**src/rtl/cfu_ram_pkg.sv**
```systemverilog
// Shared definitions for the CFU RAM access path.
// Holds the arbiter state encoding and the Wishbone field widths and
// fixed cycle-type values used on the cfu_ram_* master port.
package cfu_ram_pkg;

    typedef enum logic [1:0] {
        ARB_IDLE,
        ARB_BUSY,
        ARB_RESP
    } arb_state_t;

    localparam int WB_ADR_W = 30;
    localparam int WB_DAT_W = 32;
    localparam int WB_SEL_W = 4;

    localparam logic [2:0] WB_CTI_CLASSIC = 3'b000;
    localparam logic [1:0] WB_BTE_LINEAR  = 2'b00;

endpackage

```
**src/rtl/cfu_ram_arbiter_rr_pick.sv**
```systemverilog
// Combinational round-robin picker.
// Ports:
//   valid - one request bit per requester
//   ptr   - index with highest priority this round
//   any   - at least one requester is valid
//   index - lowest valid index at or after ptr, wrapping past NUM_REQ-1
module rr_pick #(
    parameter int NUM_REQ = 2,
    parameter int IDX_W   = 1
) (
    input  logic [NUM_REQ-1:0] valid,
    input  logic [IDX_W-1:0]   ptr,
    output logic               any,
    output logic [IDX_W-1:0]   index
);

    int               sum;
    logic [IDX_W-1:0] cand;

    // Walk the requesters starting at ptr; the first valid one found wins.
    always_comb begin
        any   = 1'b0;
        index = '0;
        sum   = 0;
        cand  = '0;
        for (int k = 0; k < NUM_REQ; k++) begin
            sum = int'(ptr) + k;
            if (sum >= NUM_REQ) begin
                sum = sum - NUM_REQ;
            end
            cand = IDX_W'(sum);
            if (!any && valid[cand]) begin
                any   = 1'b1;
                index = cand;
            end
        end
    end

endmodule

```
**src/rtl/cfu_ram_arbiter.sv**
```systemverilog
// Round-robin arbiter sharing the CFU's single Wishbone RAM master port
// between NUM_REQ internal requesters. One classic single-beat cycle is
// issued at a time; completion, error and read data go back to the owner.
// Ports:
//   clk, reset            - clock; asynchronous active-high reset
//   req_valid/we/adr/     - per-requester request, held until req_done
//   wdata/sel
//   req_done, req_err     - one-cycle completion / error pulse to the owner
//   req_rdata             - data of the last completed read (shared)
//   cfu_ram_*             - Wishbone classic master port
//   busy                  - arbiter is not idle
module cfu_ram_arbiter
    import cfu_ram_pkg::*;
#(
    parameter int NUM_REQ = 2,
    parameter int TIMEOUT = 255
) (
    input  logic                      clk,
    input  logic                      reset,
    input  logic [NUM_REQ-1:0]        req_valid,
    input  logic [NUM_REQ-1:0]        req_we,
    input  logic [NUM_REQ*30-1:0]     req_adr,
    input  logic [NUM_REQ*32-1:0]     req_wdata,
    input  logic [NUM_REQ*4-1:0]      req_sel,
    output logic [NUM_REQ-1:0]        req_done,
    output logic [NUM_REQ-1:0]        req_err,
    output logic [WB_DAT_W-1:0]       req_rdata,
    output logic [WB_ADR_W-1:0]       cfu_ram_adr,
    output logic [WB_DAT_W-1:0]       cfu_ram_dat_mosi,
    output logic [WB_SEL_W-1:0]       cfu_ram_sel,
    output logic                      cfu_ram_cyc,
    output logic                      cfu_ram_stb,
    output logic                      cfu_ram_we,
    output logic [2:0]                cfu_ram_cti,
    output logic [1:0]                cfu_ram_bte,
    input  logic [WB_DAT_W-1:0]       cfu_ram_dat_miso,
    input  logic                      cfu_ram_ack,
    input  logic                      cfu_ram_err,
    output logic                      busy
);

    localparam int IDX_W = (NUM_REQ > 1) ? $clog2(NUM_REQ) : 1;
    localparam int CNT_W = (TIMEOUT > 1) ? $clog2(TIMEOUT + 1) : 1;

    arb_state_t          state_q, state_d;
    logic [IDX_W-1:0]    grant_q, grant_d;
    logic [IDX_W-1:0]    ptr_q, ptr_d;
    logic [CNT_W-1:0]    cnt_q, cnt_d;
    logic                err_pend_q, err_pend_d;
    logic                cyc_q, cyc_d;
    logic                we_q, we_d;
    logic [WB_ADR_W-1:0] adr_q, adr_d;
    logic [WB_DAT_W-1:0] dat_q, dat_d;
    logic [WB_SEL_W-1:0] sel_q, sel_d;
    logic [WB_DAT_W-1:0] rdata_q, rdata_d;

    logic                pick_any;
    logic [IDX_W-1:0]    pick_idx;
    logic                timeout_hit;
    logic [NUM_REQ-1:0]  grant_onehot;

    rr_pick #(
        .NUM_REQ (NUM_REQ),
        .IDX_W   (IDX_W)
    ) u_rr_pick (
        .valid (req_valid),
        .ptr   (ptr_q),
        .any   (pick_any),
        .index (pick_idx)
    );

    // The counter holds the number of BUSY cycles already spent, so the
    // cycle in which it equals TIMEOUT-1 is the last one allowed.
    generate
        if (TIMEOUT == 0) begin : g_no_timeout
            assign timeout_hit = 1'b0;
        end else begin : g_timeout
            assign timeout_hit = (cnt_q == CNT_W'(TIMEOUT - 1));
        end
    endgenerate

    // Next-state logic. A slave ack arriving in the final allowed BUSY
    // cycle still counts as a normal completion; only err or a silent
    // slave produce an error response.
    always_comb begin
        state_d    = state_q;
        grant_d    = grant_q;
        ptr_d      = ptr_q;
        cnt_d      = cnt_q;
        err_pend_d = err_pend_q;
        cyc_d      = cyc_q;
        we_d       = we_q;
        adr_d      = adr_q;
        dat_d      = dat_q;
        sel_d      = sel_q;
        rdata_d    = rdata_q;
        case (state_q)
            ARB_IDLE: begin
                if (pick_any) begin
                    grant_d    = pick_idx;
                    adr_d      = req_adr[WB_ADR_W*int'(pick_idx) +: WB_ADR_W];
                    dat_d      = req_wdata[WB_DAT_W*int'(pick_idx) +: WB_DAT_W];
                    sel_d      = req_sel[WB_SEL_W*int'(pick_idx) +: WB_SEL_W];
                    we_d       = req_we[pick_idx];
                    cyc_d      = 1'b1;
                    cnt_d      = '0;
                    err_pend_d = 1'b0;
                    state_d    = ARB_BUSY;
                end
            end
            ARB_BUSY: begin
                cnt_d = cnt_q + CNT_W'(1);
                if (cfu_ram_err) begin
                    err_pend_d = 1'b1;
                    cyc_d      = 1'b0;
                    we_d       = 1'b0;
                    state_d    = ARB_RESP;
                end else if (cfu_ram_ack) begin
                    err_pend_d = 1'b0;
                    if (!we_q) begin
                        rdata_d = cfu_ram_dat_miso;
                    end
                    cyc_d   = 1'b0;
                    we_d    = 1'b0;
                    state_d = ARB_RESP;
                end else if (timeout_hit) begin
                    err_pend_d = 1'b1;
                    cyc_d      = 1'b0;
                    we_d       = 1'b0;
                    state_d    = ARB_RESP;
                end
            end
            ARB_RESP: begin
                ptr_d      = (grant_q == IDX_W'(NUM_REQ - 1)) ? '0 : grant_q + IDX_W'(1);
                cnt_d      = '0;
                err_pend_d = 1'b0;
                state_d    = ARB_IDLE;
            end
            default: begin
                state_d = ARB_IDLE;
            end
        endcase
    end

    // All state, including the bus outputs, clears asynchronously so that
    // a reset mid-cycle drops cyc/stb without waiting for a clock edge.
    always_ff @(posedge clk or posedge reset) begin
        if (reset) begin
            state_q    <= ARB_IDLE;
            grant_q    <= '0;
            ptr_q      <= '0;
            cnt_q      <= '0;
            err_pend_q <= 1'b0;
            cyc_q      <= 1'b0;
            we_q       <= 1'b0;
            adr_q      <= '0;
            dat_q      <= '0;
            sel_q      <= '0;
            rdata_q    <= '0;
        end else begin
            state_q    <= state_d;
            grant_q    <= grant_d;
            ptr_q      <= ptr_d;
            cnt_q      <= cnt_d;
            err_pend_q <= err_pend_d;
            cyc_q      <= cyc_d;
            we_q       <= we_d;
            adr_q      <= adr_d;
            dat_q      <= dat_d;
            sel_q      <= sel_d;
            rdata_q    <= rdata_d;
        end
    end

    assign grant_onehot     = NUM_REQ'(1) << grant_q;
    assign req_done         = (state_q == ARB_RESP) ? grant_onehot : '0;
    assign req_err          = (state_q == ARB_RESP && err_pend_q) ? grant_onehot : '0;
    assign req_rdata        = rdata_q;
    assign cfu_ram_adr      = adr_q;
    assign cfu_ram_dat_mosi = dat_q;
    assign cfu_ram_sel      = sel_q;
    assign cfu_ram_cyc      = cyc_q;
    assign cfu_ram_stb      = cyc_q;
    assign cfu_ram_we       = we_q;
    assign cfu_ram_cti      = WB_CTI_CLASSIC;
    assign cfu_ram_bte      = WB_BTE_LINEAR;
    assign busy             = (state_q != ARB_IDLE);

endmodule

```
**config.mk**
```make
export PLATFORM = sky130hd
export DESIGN_NAME = cfu_ram_arbiter
export DESIGN_NICKNAME = d
export VERILOG_FILES = /design/src/rtl/cfu_ram_pkg.sv /design/src/rtl/cfu_ram_arbiter_rr_pick.sv /design/src/rtl/cfu_ram_arbiter.sv
export SDC_FILE = /design/constraint.sdc
export NUM_CORES = 1
export LEC_CHECK = 0
export BUFFER_PORTS_ARGS = -buffer_cell sky130_fd_sc_hd__buf_4
export CAP_MARGIN = 15
export CORE_MARGIN = 2
export CORE_UTILIZATION = 42
export CTS_BUF_LIST = sky130_fd_sc_hd__clkbuf_2
export DETAILED_ROUTE_END_ITERATION = 8
export GPL_TIMING_DRIVEN = 0
export PLACE_DENSITY = 0.77
export SLEW_MARGIN = 20
export SYNTH_ARGS = -nofsm -noshare
export SYNTH_HDL_FRONTEND = slang
export SYNTH_SLANG_ARGS = --single-unit
```
**constraint.sdc**
```tcl
create_clock -name clk -period 3.81 [get_ports clk]
set_input_delay 0.762 -clock clk [delete_from_list [all_inputs] [get_ports clk]]
set_output_delay 0.762 -clock clk [all_outputs]
set_load 0.005 [all_outputs]
```
# [Word level (Yosys, flattened, before mapping)]
# Index checks and enable logic that the tools add are counted.
[classes] add_sub_neg=5 multipliers=1 magnitude_cmp=5 n_eq_ne=5 shifts=4 mux=34 bitwise_logic=2 n_reduce_logical=13
[ops] op="variable part select 64 x 7 -> 32 bit" count=1
[ops] op="variable part select 60 x 7 -> 30 bit" count=1
[ops] op="case mux 8 bit (3 select lines)" count=1
[ops] op="two-way mux 1 bit" count=22
[ops] op="two-way mux 2 bit" count=6
[ops] op="adder 8 x 1 -> 8 bit, second input constant" count=1
[ops] op="== test 8 bit, second input constant" count=1
[ops] op="two-way mux 8 bit" count=1
[ops] op="variable part select 8 x 4 -> 4 bit" count=1
[ops] op="less-than comparator 1 x 2 -> 1 bit, second input constant" count=3
[ops] op="AND reduction 2 bit" count=3
[ops] op="AND reduction 3 bit" count=2
[ops] op="multiplier 4 x 1 -> 5 bit, first input constant" count=1
[ops] op="inequality test 4 bit, second input constant" count=1
[ops] op="case mux 1 bit (2 select lines)" count=2
[ops] op="case mux 2 bit (2 select lines)" count=1
[ops] op="AND reduction 4 bit" count=1
[ops] op="nonzero test 2 bit" count=2
[ops] op="case mux 1 bit (3 select lines)" count=1
[ops] op="nonzero test 3 bit" count=1
[ops] op="adder 1 x 1 -> 2 bit, second input constant" count=1
[ops] op="== test 2 x 1 -> 1 bit, second input constant" count=1
[ops] op="== test 2 bit, second input constant" count=1
[ops] op=">= comparator 1 x 2 -> 1 bit, second input constant" count=1
[ops] op="9 further kinds" count=12
[totals] regBits=113 input_bits=172 output_inout_bits=111 wordCells=80

# [Logic depth before layout (Yosys ltp)]
# Gate-level depths: netlist of the first run.
[depth] ltp_word=12 mapped_depth=7 depth_no_buf=5

# [By module]
# Synthesis of the first run repeated with hierarchy kept, for this count alone.
[unflattened] hier_cells=446 area_unflattened_um2=5049.8
[modules_own_cells] module="cfu_ram_arbiter" n_inst=1 cells_each=443 area_per_inst_um2=5032.3 seq_area_each_um2=2827.7
[modules_own_cells] module="rr_pick" n_inst=1 cells_each=3 area_per_inst_um2=17.5 seq_area_each_um2=0.0

# [Worst setup path before layout of the first run]
# No wires, ideal clock.
[synth_timing] path_kind="input to register" startpoint="input cfu_ram_ack" endpoint="register rdata_q[0] (netlist: req_rdata[0])" setup_time_ns=0.125 arrival_time_ns=1.851 required_ns=3.685 path_slack_ns=1.834 cell_stages=5 n_path_buf=2 path_cell_list="inv_2 -> or4_4 -> buf_6 -> buf_12 -> mux2_4"
[synth_between] elab_chain_cells=1
[synth_lines] item="start: declaration" line_no="cfu_ram_arbiter.sv:37" text="input logic cfu_ram_ack,"
[synth_lines] item="AND reduction 4 bit (no source line)"
[synth_lines] item="end signal: assignment" line_no="cfu_ram_arbiter.sv:171" text="rdata_q <= rdata_d;"
[synth_lines] item="end: declaration" line_no="cfu_ram_arbiter.sv:55" text="logic [WB_DAT_W-1:0] rdata_q, rdata_d;"
# Every way passes these cells.
# A chain may end at the register's enable or synchronous reset.

# [Worst setup path in the final report of the first run]
[layout_timing] startpoint="register state_q[1]" endpoint="output req_err[0]"
[layout_between] elab_chain_cells=3
[layout_lines] item="start: declaration" line_no="cfu_ram_arbiter.sv:45" text="arb_state_t state_q, state_d;"
[layout_lines] item="start signal: assignment" line_no="cfu_ram_arbiter.sv:161" text="state_q <= state_d;"
[layout_lines] item="== test 2 bit" line_no="cfu_ram_arbiter.sv:177" text="assign req_err = (state_q == ARB_RESP && err_pend_q) ? grant_onehot : '0;"
[layout_lines] item="logical AND 1 bit" line_no="cfu_ram_arbiter.sv:177"
[layout_lines] item="two-way mux 2 bit" line_no="cfu_ram_arbiter.sv:177"
[layout_lines] item="end: declaration" line_no="cfu_ram_arbiter.sv:26" text="output logic [NUM_REQ-1:0] req_err,"
# Every way passes these cells.

==> flow_results.org, run 1 <==
** Clocking
- CTS root buf :: clkbuf_2
- CTS tree :: yes
- For the worst-skew pair, the clock arrives at the later sink with an insertion delay of approximately 0.66 ns.
- Maximum clock insertion buffer count :: 2
- Number of sinks handled by clock tree synthesis :: 113
- Number of levels in the clock H-tree :: 4
- After clock tree synthesis, the repair step resized 0 gates.
- Count of hold buffers inserted by post-cts repair :: 0
- Inserted Clock Buffers :: 17
- Clock-pin slew was measured on the worst setup and hold paths at 0.16 ns.
- Post CTS Setup Buffer Count :: 0

** Status
- The run finished with clean final reports.

** Timing
- The final critical path takes up roughly 66% of the cycle.
- Setup violations remaining at the end of the flow were counted as 0.
- The clock period could shrink to around 2.5 ns.
- At the pin with the least slew margin, the transition time is between 0.6 and 0.7 ns.
- Derived from the worst setup path, the maximum achievable clock frequency is between 400 and 500 MHz.
- The max-slew violation total from the final report came to 0.
- RSZ-0062 raised after global routing :: false
- Count of endpoints failing hold in the final timing report :: 0
- Worst clock skew :: about 0.022 ns
- Slew Limit Headroom :: ~58%

** Worst hold path
- Path category of the worst min-delay check :: in -> async

** Power
- Portion of total power attributed to combinational logic :: between 40% and 50%
- Of the total power, the share spent switching nets is a little over a third.
- Highest ir drop seen on vdd :: 0.311 mV
- Sequential cells burn between 40% and 50% of the power.
- Net switching power :: about 0.0018 W
- Cell internal power was estimated by the tool at between 0.003 and 0.004 W.
- Leak pwr :: roughly 4.1 nW
- After layout, the design draws a total of 0.00509 W.
- Power density over the cells :: 669 nW/um^2
- Clk network pwr share :: 11.4%

** Cells and area
- Utilization of the core after routing :: 63.4%
- At the end of the flow, the number of nets in the layout was 918.
- Share of cells above drive strength 1 :: between 40% and 50%
- Count of inserted antenna diode cells :: 0
- The area growth from synthesis to layout is 47.7%.
- Highest-count cells in the layout ignoring fill and taps :: buf_4, dfrtp_1, nand2_1
- Most frequent standard cell in the layout excluding fill and tap cells :: buf_4

** Die
- Die width :: approximately 110 um
- In this run the vertical extent of the chip is 115 um.
- For this configuration, the core starts out at a cell density of a little over two fifths.
- After floorplanning, the core was sized to cover 12000 um^2.
- Standard-cell rows :: 40
- In this run the count of I/O pins placed on the die edge is between 200 and 300.
- The die covers around 13000 um^2.

** Synth
- In this run, synthesis inferred 0 flip-flops with an integrated enable.
- A synthesized cell averages 11.6 um^2.
- Number of standard cells after synthesis :: 443
- Synthesis inferred approximately 110 register bits.
- Summed instance area of the synthesized netlist :: 5150 um^2
- Warnings, synthesis :: 0
- The most used flip-flop cell after synthesis is dfrtp_1.
- Sequential area share after synthesis :: 54.9%
- The netlist uses 36 different library cells.
- After synthesis, the share of flip-flops with an asynchronous set or reset is 100%.

** Placed design
- Half-perimeter wire length after placement :: about 12 mm
- Port Buffers :: around 280
- Final weighted congestion of routability-driven global placement :: ~0.84

** Route
- In this run the remaining antenna-violating nets after routing total 0.
- In the routed layout, each cell is associated on average with a via count of just under 5.
- DRC violations left :: 0
- The detailed router finished its first iteration with around 140 violations.
- After detailed routing, the average wire length per cell comes to 16.6 um.
- Detailed routing inserted a total of 4488 vias.
- Final Routed Wirelength :: 15.0 mm
- Detailed Routing Iterations Pass 1 :: 4

** Setup path
- Cells on worst reg2reg path :: 4
- The worst setup path is of the reg -> out kind.
- The worst register-to-register path ends at cfu_ram_dat_mosi[8]$_DFFE_PP0P_.
- Along the worst path, the maximum fanout reaches 5.
- Tracing the worst setup path back leads to its startpoint at state_q[1]$_DFFE_PP0P_.
- Data arrives at the worst endpoint at 1.73 ns.
- The worst setup path is captured at an output pin.
- Internal reg-to-reg setup slack :: 1.78 ns
- Crit path capture :: req_err[0]
- Data on the critical path is required at its endpoint by ~3 ns.
- Critical Path Start Type :: flip-flop
- The worst register-to-register path begins at ptr_q$_DFFE_PP0N_.

** GRT
- Entering global routing, the biggest net connects 68 pins.
- Vias in the first global route :: roughly 4600
- The initial antenna violation count came to 0.
- The first global-routing pass estimated between 20 and 25 mm of wire.
- Global routing used 23.2% of the available tracks across all layers.
- For this run the aggregate overflow at the end of global routing stands at 0.

** Job
- Across the run, the number of max-cap violations was 0.
layer usage:
metal / global-route usage [%] / part of all wire, % / wire length (um) / up-vias
met4: 9.96 / 2.5 / 370 / 0
met2: 39.9 / 51 / 7570 / 212
li1: - / - / - / 2144
met1: 26.2 / 38 / 5720 / 2098
met3: 8.43 / 8.8 / 1330 / 34
met5: 0 / 0 / 0 / -
how the worst min path moves through the flow:
stage | cells past startpoint | from | endpoint
4_1_cts | 2 | reset | req_rdata[10]$_DFFE_PP0P_
2_1_floorplan | 1 | cnt_q[7]$_DFFE_PP0P_ | cnt_q[7]$_DFFE_PP0P_
3_5_place_dp | 2 | cfu_ram_adr[11]$_DFFE_PP0P_ | cfu_ram_adr[11]$_DFFE_PP0P_
6_report | 2 | reset | req_rdata[11]$_DFFE_PP0P_
3_3_place_gp | 1 | cnt_q[7]$_DFFE_PP0P_ | cnt_q[7]$_DFFE_PP0P_
5_1_grt | 2 | reset | req_rdata[25]$_DFFE_PP0P_
per-stage QoR:
| stage | TNS [ns] | setup slack [ns] | instances | area, um^2 | hold slack, ns |
|---|---|---|---|---|---|
| final | 0 | 1.31 | 903 | 7610 | 0.177 |
| after global routing | 0 | 1.09 | 903 | 7610 | 0.119 |
| after CTS | 0 | 1.22 | 903 | 7610 | 0.0957 |
| after detailed placement | 0 | 1.23 | 872 | 7460 | 0.472 |
| after global placement | -117.77 | -1.05 | 871 | 7430 | 0.460 |
| after floorplan | 0 | 0.0606 | 447 | 5170 | 0.443 |
flip-flops by register name, summed over array words and instances (netlist names), 2 cells and up:
register and count:
cfu_ram_dat_mosi 32, req_rdata 32, cfu_ram_adr 30, cnt_q 8
cfu_ram_sel 4, state_q 2
cell type report:
class	instances	area, um^2
tap	147	184
inverter	6	27.5
fill	982	4400
sequential	113	2830
timing repair buffer	278	2110
buffer	33	225
multi-input combinational	295	2090
clock inverter	11	48.8
clock buffer	20	100
worst max-delay path, cell delays in order, from the launching register on:
cell and delay, ns:
dfrtp_1 0.42, nor2b_1 0.23, nor2b_1 0.19, and2_1 0.14
buf_4 0.10
synth_stat cells, drive strengths merged, types with 3 or more instances:
master | number | area, um^2
a31oi | 4 | 25.0
mux2i | 67 | 671
nand2 | 74 | 278
inv | 6 | 22.5
a21oi | 5 | 25.0
buf | 23 | 188
mux2 | 32 | 473
clkbuf | 10 | 37.5
nor2 | 6 | 22.5
nor2b | 3 | 18.8
o21ai | 78 | 390
dfrtp | 113 | 2830
power groups by stage:
stage / combinational, W / sequential (W) / clock, W
after floorplan: 0.00107 / 0.00212 / 0
after global placement: 0.00237 / 0.00210 / 0
after detailed placement: 0.00244 / 0.00213 / 0
after CTS: 0.00245 / 0.00211 / 0.000610
after global routing: 0.00266 / 0.00217 / 0.000662
final: 0.00240 / 0.00211 / 0.000580
cells by family (layout without fill, tap and decap cells):
kind of cell / after synthesis / count (layout) / share of synthesized area, %
AOI/OAI and AO/OA: 93 / 93 / 9.61
xor gates and xnor gates: 1 / 1 / 0.170
adders and majority gates: 2 / 2 / 0.485
buffers and inverters: 39 / 348 / 4.81
DFF: 113 / 113 / 54.9
muxes: 99 / 99 / 22.2
other: 1 / 5 / 0.0728
and+or+nand+nor: 95 / 95 / 7.79
(Power assumes the default switching activity.)
==> run 2, diff against run 1 <==
==> constraint.sdc (replaced) <==
create_clock -name clk -period 2 [get_ports clk]
set_input_delay 0.4 -clock clk [delete_from_list [all_inputs] [get_ports clk]]
set_output_delay 0.4 -clock clk [all_outputs]
set_load 0.005 [all_outputs]
==> flow_results.org, run 2 (synthesis gave the netlist of run 1 again) <==
** Route
- Final Routed Wirelength :: 20.1 mm (+34%)
- Number of nets with antenna violations after detailed routing :: 0 (unchanged)
- Via total after detailed routing :: 5389 (+20%)
- Average wire length per cell after detail routing :: 19.0 um (+14%)
- DRC violations left :: 0 (unchanged)
- Post-detailed-route via-to-cell ratio :: 5.08 (+2.2%)
- Violation count after the first detailed-route iteration :: 276 (+96%)
- Detailed Routing Iterations Pass 1 :: 5 (+1)

** Timing
- Max-slew violations :: 0 (unchanged)
- The worst path setup slack after routing was -0.0725 ns (-1.39 ns).
- Final worst path period need :: 2.07 ns
- The number of hold-slack violations in the final timing report is 0 (unchanged).
- Worst slew pin tran :: 0.684 ns (+0.0523 ns)
- Dividing the final minimum period by the clock period gives 104%.
- Worst clock skew :: 0.0258 ns (+0.00357 ns)
- Setup repair after global routing could not meet its margin everywhere.
- The headroom to the max-slew limit is 54.3% (-3.3 points).
- Finish-stage setup viols :: 4 (+4)
- Max Clock Freq :: 483 MHz

** Worst hold path
- Number of cells on the worst hold path :: 3
- Source of the worst hold timing path :: req_wdata[55]
- Path category of the worst min-delay check :: in -> reg
- Worst Hold Path EP :: cfu_ram_dat_mosi[23]$_DFFE_PP0P_

** Setup path
- Worst r2r dst :: cfu_ram_adr[19]$_DFFE_PP0P_
- The signal on the critical path passes through nor2b_4, buf_4, and3_1, buf_4.
- Internal reg-to-reg setup slack :: 0.07 ns (-1.71 ns)
- The highest net fanout along the worst path is 4 (-1).
- Arrival time of data at the critical path endpoint :: 1.67 ns (-0.06 ns)
- By instance count, the cell type seen most on the critical path is buf_4.
- Buf/Inv on CP :: 2 (+1)
- Delay-heaviest family, CP :: flip-flops
- Among all stages on the critical path, the largest delay is contributed by dfrtp_2.
- The depth of the most critical reg-to-reg path is 8 (+4).
- Kind of critical path :: reg -> out
- The data required time at the worst endpoint is 1.60 ns (-1.45 ns).
- Critical Path Start Type :: flip-flop
- Worst setup EP type :: output pin
- The maximum single-stage delay on the critical path came to 0.47 ns (+0.05 ns).
- The startpoint identified for the worst register-to-register timing path is state_q[1]$_DFFE_PP0P_.

** Placed design
- The placer's final routability congestion estimate was 0.792 (-5.5%).
- Port Buffers :: 277 (unchanged)
- The placed wire-length estimate after detailed placement is 11.8 mm (+0.49%).

** Die
- The starting utilization of the core area was 42.9% (unchanged).
- Die width :: 115 um (unchanged)
- The area of the die was 13200 um^2 (unchanged).
- The total number of placement rows came to 40 (unchanged).
- Core ar. :: 12000 um^2 (unchanged)
- The boundary pin count was 283 (unchanged).
- The die height came to 115 um (unchanged).

** Status
- The flow ran to the end, but the final reports show violations.
- The checks that failed: negative setup slack.

** Clocking
- Inserted Clock Buffers :: 17 (unchanged)
- TritonCTS built the clock tree.
- Clock tree synthesis selected as its root buffer the cell clkbuf_2.
- Number of sinks handled by clock tree synthesis :: 113 (unchanged)
- CTS clk-pin slew, worst paths :: 0.15 ns (about the same)
- The number of buffers on the longest clock path was 2 (unchanged).
- Clock insertion delay at the later pin of the skew report :: 0.69 ns (+0.03 ns)
- Number of levels in the clock H-tree :: 4 (unchanged)

** GRT
- The global-route usage over all layers was 30.5% (+7.3 points).
- The pin count of the biggest net entering global routing came to 34 (-50%).
- The residual overflow from global routing came to 0 (unchanged).
- The global-route wire length before repair is 30.2 mm (+31%).
- The via count of the first global-routing pass is 5848 (+27%).
- The initial antenna violation count came to 1 (+1).

** Cells and area
- Leaving out fill and tap cells, the most frequent cells in the layout are buf_4, dlygate4sd3_1, dfrtp_1.
- Most frequent standard cell in the layout excluding fill and tap cells :: buf_4
- Number of nets in the layout :: 1075 (+17%)
- Share of cells above drive strength 1 :: 41.2% (-6.8 points)
- Filler Cell Count :: 692 (-30%)
- Utilization of the core after routing :: 77.3% (+14 points)
- The multi-input combinational cell area is 2120 um^2 (+1.3%).
- Seq. cell area :: 2830 um^2 (about the same)
- Compared with the post-synthesis result, the final layout area differs by 80.1%.

** Power
- The ratio of total power to cell area was 1150 nW/um^2 (+72%).
- The largest voltage drop on the vdd net was 0.588 mV (+89%).
- The leakage power summed over all cells was 4.83 nW (+17%).
- Overall power of the completed layout :: 0.0107 W (+110%)

** Job
- The number of max-cap violations is 0 (unchanged).
## run 2: changes by cell type in the layout (fill, tap and decap cells not counted), sizes merged
cell / previous run / this run
clkinvlp: 0 / 1
clkbuf: 30 / 31
buf: 301 / 306
clkinv: 11 / 8
diode: 0 / 1
inv: 6 / 5
bufinv: 0 / 2
dlygate4sd3: 0 / 152
## run 2: what timing repair did
| action | in CTS | in global routing |
|---|---|---|
| setup buffers | 2 | 1 |
| setup endpoints to repair | 9 | 31 |
| pin swaps | 1 | 0 |
| gates resized for setup | 4 | 13 |
| endpoints found under the hold margin | 117 | 4 |
| hold buffers | 144 | 8 |
## run 2: through the flow
step                cells  setup WS, ns  TNS [ns]  hold WS, ns  cell area, um^2
floorplan             447         0.229         0        0.443             5170
global placement      871        -0.445    -51.62        0.458             7440
detailed placement    874        -0.219     -3.24        0.467             7500
CTS                  1051        -0.120    -0.235     0.000380             9170
global route         1061        -0.197    -0.793     0.000557             9280
finish               1061       -0.0725    -0.208       0.0576             9280
## run 2: routing by layer
metal	global-route usage (%)	vias up	wire length, um
met2	52.5	325	10000
met5	0	-	0
met4	15.2	0	850
met3	10.4	65	1730
li1	-	2451	-
met1	33.8	2548	7540
## run 2: how the worst max path moves through the flow
stage / from / end / cells after the start
finish: state_q[0]$_DFFE_PP0P_ / req_err[1] / 4
detailed placement: req_valid[0] / cfu_ram_dat_mosi[11]$_DFFE_PP0P_ / 6
floorplan: reset / cfu_ram_adr[0]$_DFFE_PP0P_ / 1
global placement: reset / cfu_ram_dat_mosi[5]$_DFFE_PP0P_ / 2
CTS: state_q[0]$_DFFE_PP0P_ / req_err[0] / 4
global route: state_q[0]$_DFFE_PP0P_ / req_err[0] / 4
## run 2: layout make-up
class / count / area share [%]
tap: 147 / 1.98
antenna: 1 / 0.0270
inverter: 6 / 0.283
multi-input combinational: 295 / 22.8
clock buffer: 21 / 1.13
buffer: 33 / 2.53
timing repair buffer: 435 / 39.7
clock inverter: 10 / 1.01
sequential: 113 / 30.5
## run 2: worst reg2reg max path, cell delays in order (launching register included)
cell      delay [ns]
dfrtp_1         0.41
buf_4           0.15
or2_1           0.26
o21bai_2        0.23
buf_4           0.18
buf_2           0.18
buf_2           0.21
nand2_1         0.10
o21ai_0         0.09
## run 2: where the power goes
group | switching [W] | internal [W]
logic | 0.00229 | 0.00286
registers | 0.000743 | 0.00336
clock network | 0.000843 | 0.000560
total | 0.00388 | 0.00678
==> run 3, diff against run 2 <==
--- a/config.mk
+++ b/config.mk
@@ -5,6 +5,7 @@
 export SDC_FILE = /design/constraint.sdc
 export NUM_CORES = 1
 export LEC_CHECK = 0
+export ABC_AREA = 1
 export BUFFER_PORTS_ARGS = -buffer_cell sky130_fd_sc_hd__buf_4
 export CAP_MARGIN = 15
 export CORE_MARGIN = 2
@@ -12,7 +13,7 @@
 export CTS_BUF_LIST = sky130_fd_sc_hd__clkbuf_2
 export DETAILED_ROUTE_END_ITERATION = 8
 export GPL_TIMING_DRIVEN = 0
-export PLACE_DENSITY = 0.77
+export PLACE_DENSITY = 0.76
 export SLEW_MARGIN = 20
 export SYNTH_ARGS = -nofsm -noshare
 export SYNTH_HDL_FRONTEND = slang
==> flow_results.org, run 3 <==
** Cells and area
- Most frequent standard cell in the layout excluding fill and tap cells :: nand2_1
- The core occupancy in the finished layout came to 75.6% (-1.7 points).
- Number of nets in the layout :: 1358 (+26%)
- The top cell types in the final layout, fill and taps aside, are nand2_1, buf_4, dlygate4sd3_1.
- The fraction of layout instances using a drive strength above 1 was 30.1% (-11 points).
- Layout Area Growth over Synthesis :: 75.7%
- The count of placed standard cells in the final layout, fillers left out was 1371 (+29%).

** Clocking
- Maximum clock insertion buffer count :: 2 (unchanged)
- The post-CTS clock slew at the launch and capture registers of the worst setup and hold paths is 0.17 ns (+0.02 ns).
- CTS root buf :: clkbuf_2
- TritonCTS built the clock tree.
- The sink count of the clock tree came to 113 (unchanged).
- The total clock buffers created by CTS came to 17 (unchanged).
- The deepest level of the CTS H-tree came to 4 (unchanged).
- Clock insertion delay at the later pin of the skew report :: 0.67 ns (-0.02 ns)

** Setup path
- Worst r2r dst :: cfu_ram_dat_mosi[30]$_DFFE_PP0P_
- Critical Path Start Type :: flip-flop
- Arrival time of data at the critical path endpoint :: 1.54 ns (-0.13 ns)
- The critical path is of the reg -> out type.
- Crit path capture :: req_err[0]
- The data required time at the worst endpoint came to 1.60 ns (about the same).
- Worst path max stage delay :: 0.43 ns (-0.04 ns)
- On the critical path, the stage with the largest delay is an instance of dfrtp_1.
- On the critical path the largest part of the delay comes from flip-flops.
- Number of stages on the worst setup path :: 4 (unchanged)
- Traced cell by cell, the critical path runs through inv_2, nand2_4, nor3_2, buf_4.
- Critical path peak fanout :: 6 (+2)
- The worst register-to-register path begins at ptr_q$_DFFE_PP0N_.
- Tracing the worst setup path back leads to its startpoint at state_q[0]$_DFFE_PP0P_.
- The register-to-register setup slack was 0.06 ns (about the same).
- The combined buffer and inverter count along the critical path came to 2 (unchanged).
- The depth of the most critical reg-to-reg path came to 11 (+3).
- Worst setup EP type :: output pin

** Route
- DRC violations left :: 0 (unchanged)
- Post-detailed-route via-to-cell ratio :: 4.77 (-6.1%)
- The total detailed-routing wirelength was 20.5 mm (+1.9%).
- The violation count after the first detailed-route iteration is 360 (+30%).
- Detailed Routing Iterations Pass 1 :: 5 (unchanged)
- The average wire per standard cell was 15.0 um (-21%).
- Number of nets with antenna violations after detailed routing :: 0 (unchanged)
- Via total after detailed routing :: 6538 (+21%)

** Synth
- The warning count from the yosys run is 0 (unchanged).
- Yosys reg bits :: 113 (unchanged)
- Share of the synthesized area in the top cell type :: 52.3% (-2.5 points)
- Compound-cell area share of the yosys netlist :: 5.77% (-3.8 points)
- Synth Area in Simple Gates :: 33.2% (+25 points)
- XOR/XNOR share of the synthesized area :: 0% (-0.17 points)
- Summed instance area of the synthesized netlist :: 5400 um^2 (+4.9%)
- Sorting the synthesized cells by area gives the leading types as dfrtp_1, nand2_1, inv_1, o21ai_1, buf_4.
- Proportion of synthesized area in mux cells :: 0% (-22 points)
- Sequential area share after synthesis :: 52.3% (-2.5 points)
- After synthesis, the largest family of logic cells by area is simple AND/OR/NAND/NOR gates.
- Top cell types by occurrence after synthesis :: nand2_1, dfrtp_1, inv_1
- Proportion of register bits with asynchronous set or reset after synthesis :: 100% (unchanged)
- Synthesized-area fraction occupied by adder cells :: 0.463% (-0.022 points)
- Biggest area consumer among synthesized cells :: dfrtp_1
- The number of enable-type register cells in the synthesized netlist is 0 (unchanged).
- The most used flip-flop cell after synthesis is dfrtp_1.
- The mean post-synth cell area was 7.30 um^2 (-37%).
- Count of distinct cell types in the synthesized netlist :: 23 (-36%)
- Among all cell types in the netlist, the one instantiated most often is nand2_1.
- The gate count after technology mapping was 740 (+67%).

** Timing
- The final critical delay including setup and external delays was 1.94 ns (-0.128 ns).
- Count of endpoints failing hold in the final timing report :: 0 (unchanged)
- Worst slew pin tran :: 0.668 ns (-0.0152 ns)
- The total of endpoints with negative setup slack in the final report is 0 (-4).
- The max-slew violation total from the final report came to 0 (unchanged).
- Worst clock skew :: 0.0290 ns (+0.00323 ns)
- The maximum clock rate was 514 MHz (+6.6%).
- RSZ-0062 raised after global routing :: true
- Share of the cycle needed by the critical path after routing :: 97.2% (-6.4 points)
- The final setup TNS was 0 ns (+0.208 ns).
- The headroom to the max-slew limit was 55.4% (+1.0 points).

** Die
- The area of the die was 13800 um^2 (+4.7%).
- Die Y-Extent :: 117 um (+2.3%)
- The total number of placement rows came to 41 (+2.5%).
- The area of the core region is 12600 um^2 (+4.6%).
- I/O pin count :: 283 (unchanged)
- The starting utilization of the core area came to 43.0% (+0.090 points).
- Die width :: 117 um (+2.3%)

** Placed design
- Post-Place Cells :: 1196 (+37%)
- Final weighted congestion of routability-driven global placement :: 0.846 (+6.8%)
- Half-perimeter wire length after placement :: 12.7 mm (+7.6%)
- Port Buffers :: 277 (unchanged)

** Power
- Power density over the cells :: 1120 nW/um^2 (-2.7%)
- The leakage power summed over all cells is 5.39 nW (+11%).
- Highest ir drop seen on vdd :: 0.484 mV (-18%)

** Worst hold path
- The tightest min-delay check is of the in -> reg type.

** GRT
- Gr ovfl total :: 0 (unchanged)
- First-pass GRT wire length :: 32.9 mm (+8.7%)
- The initial antenna violation count came to 2 (+1).
- The global-route usage over all layers is 30.0% (-0.54 points).
- Largest net degree at the start of global routing :: 34 (unchanged)
- Vias in the first global route :: 6742 (+15%)

** Status
- The run finished with clean final reports.

** Job
- Count of max-cap constraint violations :: 0 (unchanged)
-- run 3: changes by cell type after synthesis, moves of 7 or more --
cell / delta
o21ai_0: -65
mux2_4: -30
mux2i_1: -67
inv_1: +51
nand2_1: +365
o211ai_1: +10
nand3_1: +8
o21ai_1: +27
buf_2: +7
-- run 3: logic make-up after synthesis --
group           after synthesis
buf+inv                     101
fa+ha+maj                     2
other cells                   1
flops                       113
compound gates               56
simple gates                467
-- run 3: how the worst min path moves through the flow --
stage	from	endpoint	slack [ns]	depth (start not counted)
after floorplan	err_pend_q$_DFFE_PP0P_	err_pend_q$_DFFE_PP0P_	0.44	2
after global placement	err_pend_q$_DFFE_PP0P_	err_pend_q$_DFFE_PP0P_	0.45	2
after detailed placement	cfu_ram_adr[4]$_DFFE_PP0P_	cfu_ram_adr[4]$_DFFE_PP0P_	0.47	2
after CTS	req_adr[24]	cfu_ram_adr[24]$_DFFE_PP0P_	0.001	5
after global routing	req_adr[25]	cfu_ram_adr[25]$_DFFE_PP0P_	0.006	5
final	req_adr[25]	cfu_ram_adr[25]$_DFFE_PP0P_	0.06	5
-- run 3: layout make-up --
type | instances | area (um^2)
diodes | 2 | 5.00
plain buffers | 40 | 216
clock buffers | 19 | 95.1
clock inverters | 13 | 168
fillers | 866 | 3070
inverters | 61 | 235
multi-input cells | 530 | 2190
flip-flops and latches | 113 | 2830
well taps | 172 | 215
repair buffers | 421 | 3540
-- run 3: worst register-to-register path, delay by kind of cell, from the launching register on --
family	cells	cell delay, ns
buffers and inverters	5	1.05
flip-flops	1	0.39
AND/OR/NAND/NOR	6	0.43
-- run 3: routing by layer --
| metal | GRT usage [%] | share of wire (%) | up-vias |
|---|---|---|---|
| li1 | - | - | 3110 |
| met1 | 33.8 | 39 | 2999 |
| met2 | 51.1 | 49 | 330 |
| met3 | 8.41 | 7.3 | 99 |
| met4 | 16.7 | 5.1 | 0 |
| met5 | 0 | 0 | - |
-- run 3: repair_timing --
action,in CTS,in global routing
buffers inserted,2,1
endpoints found under the setup margin,4,7
gates resized for setup,6,8
cloned,0,0
pin swaps,1,2
hold buffers,135,3
hold endpoints to repair,116,2
-- run 3: stage by stage --
stage | hold slack [ns] | setup WS, ns | total power, W | area [um^2]
4_1_cts | 0.00106 | -0.00649 | 0.0105 | 9430
3_5_place_dp | 0.466 | 0.200 | 0.00846 | 7780
3_3_place_gp | 0.454 | -0.545 | 0.00834 | 7720
2_1_floorplan | 0.441 | 0.229 | 0.00590 | 5420
5_1_grt | 0.00617 | -0.0618 | 0.0114 | 9500
6_report | 0.0605 | 0.0557 | 0.0106 | 9500
-- run 3: report_power, final --
| group | total [W] | leakage (nW) | internal, W | switching, W |
|---|---|---|---|---|
| Clock | 0.00170 | 0.158 | 0.000811 | 0.000892 |
| Sequential | 0.00393 | 1.41 | 0.00329 | 0.000638 |
| Combinational | 0.00498 | 3.82 | 0.00249 | 0.00249 |
| Total | 0.0106 | 5.39 | 0.00659 | 0.00402 |
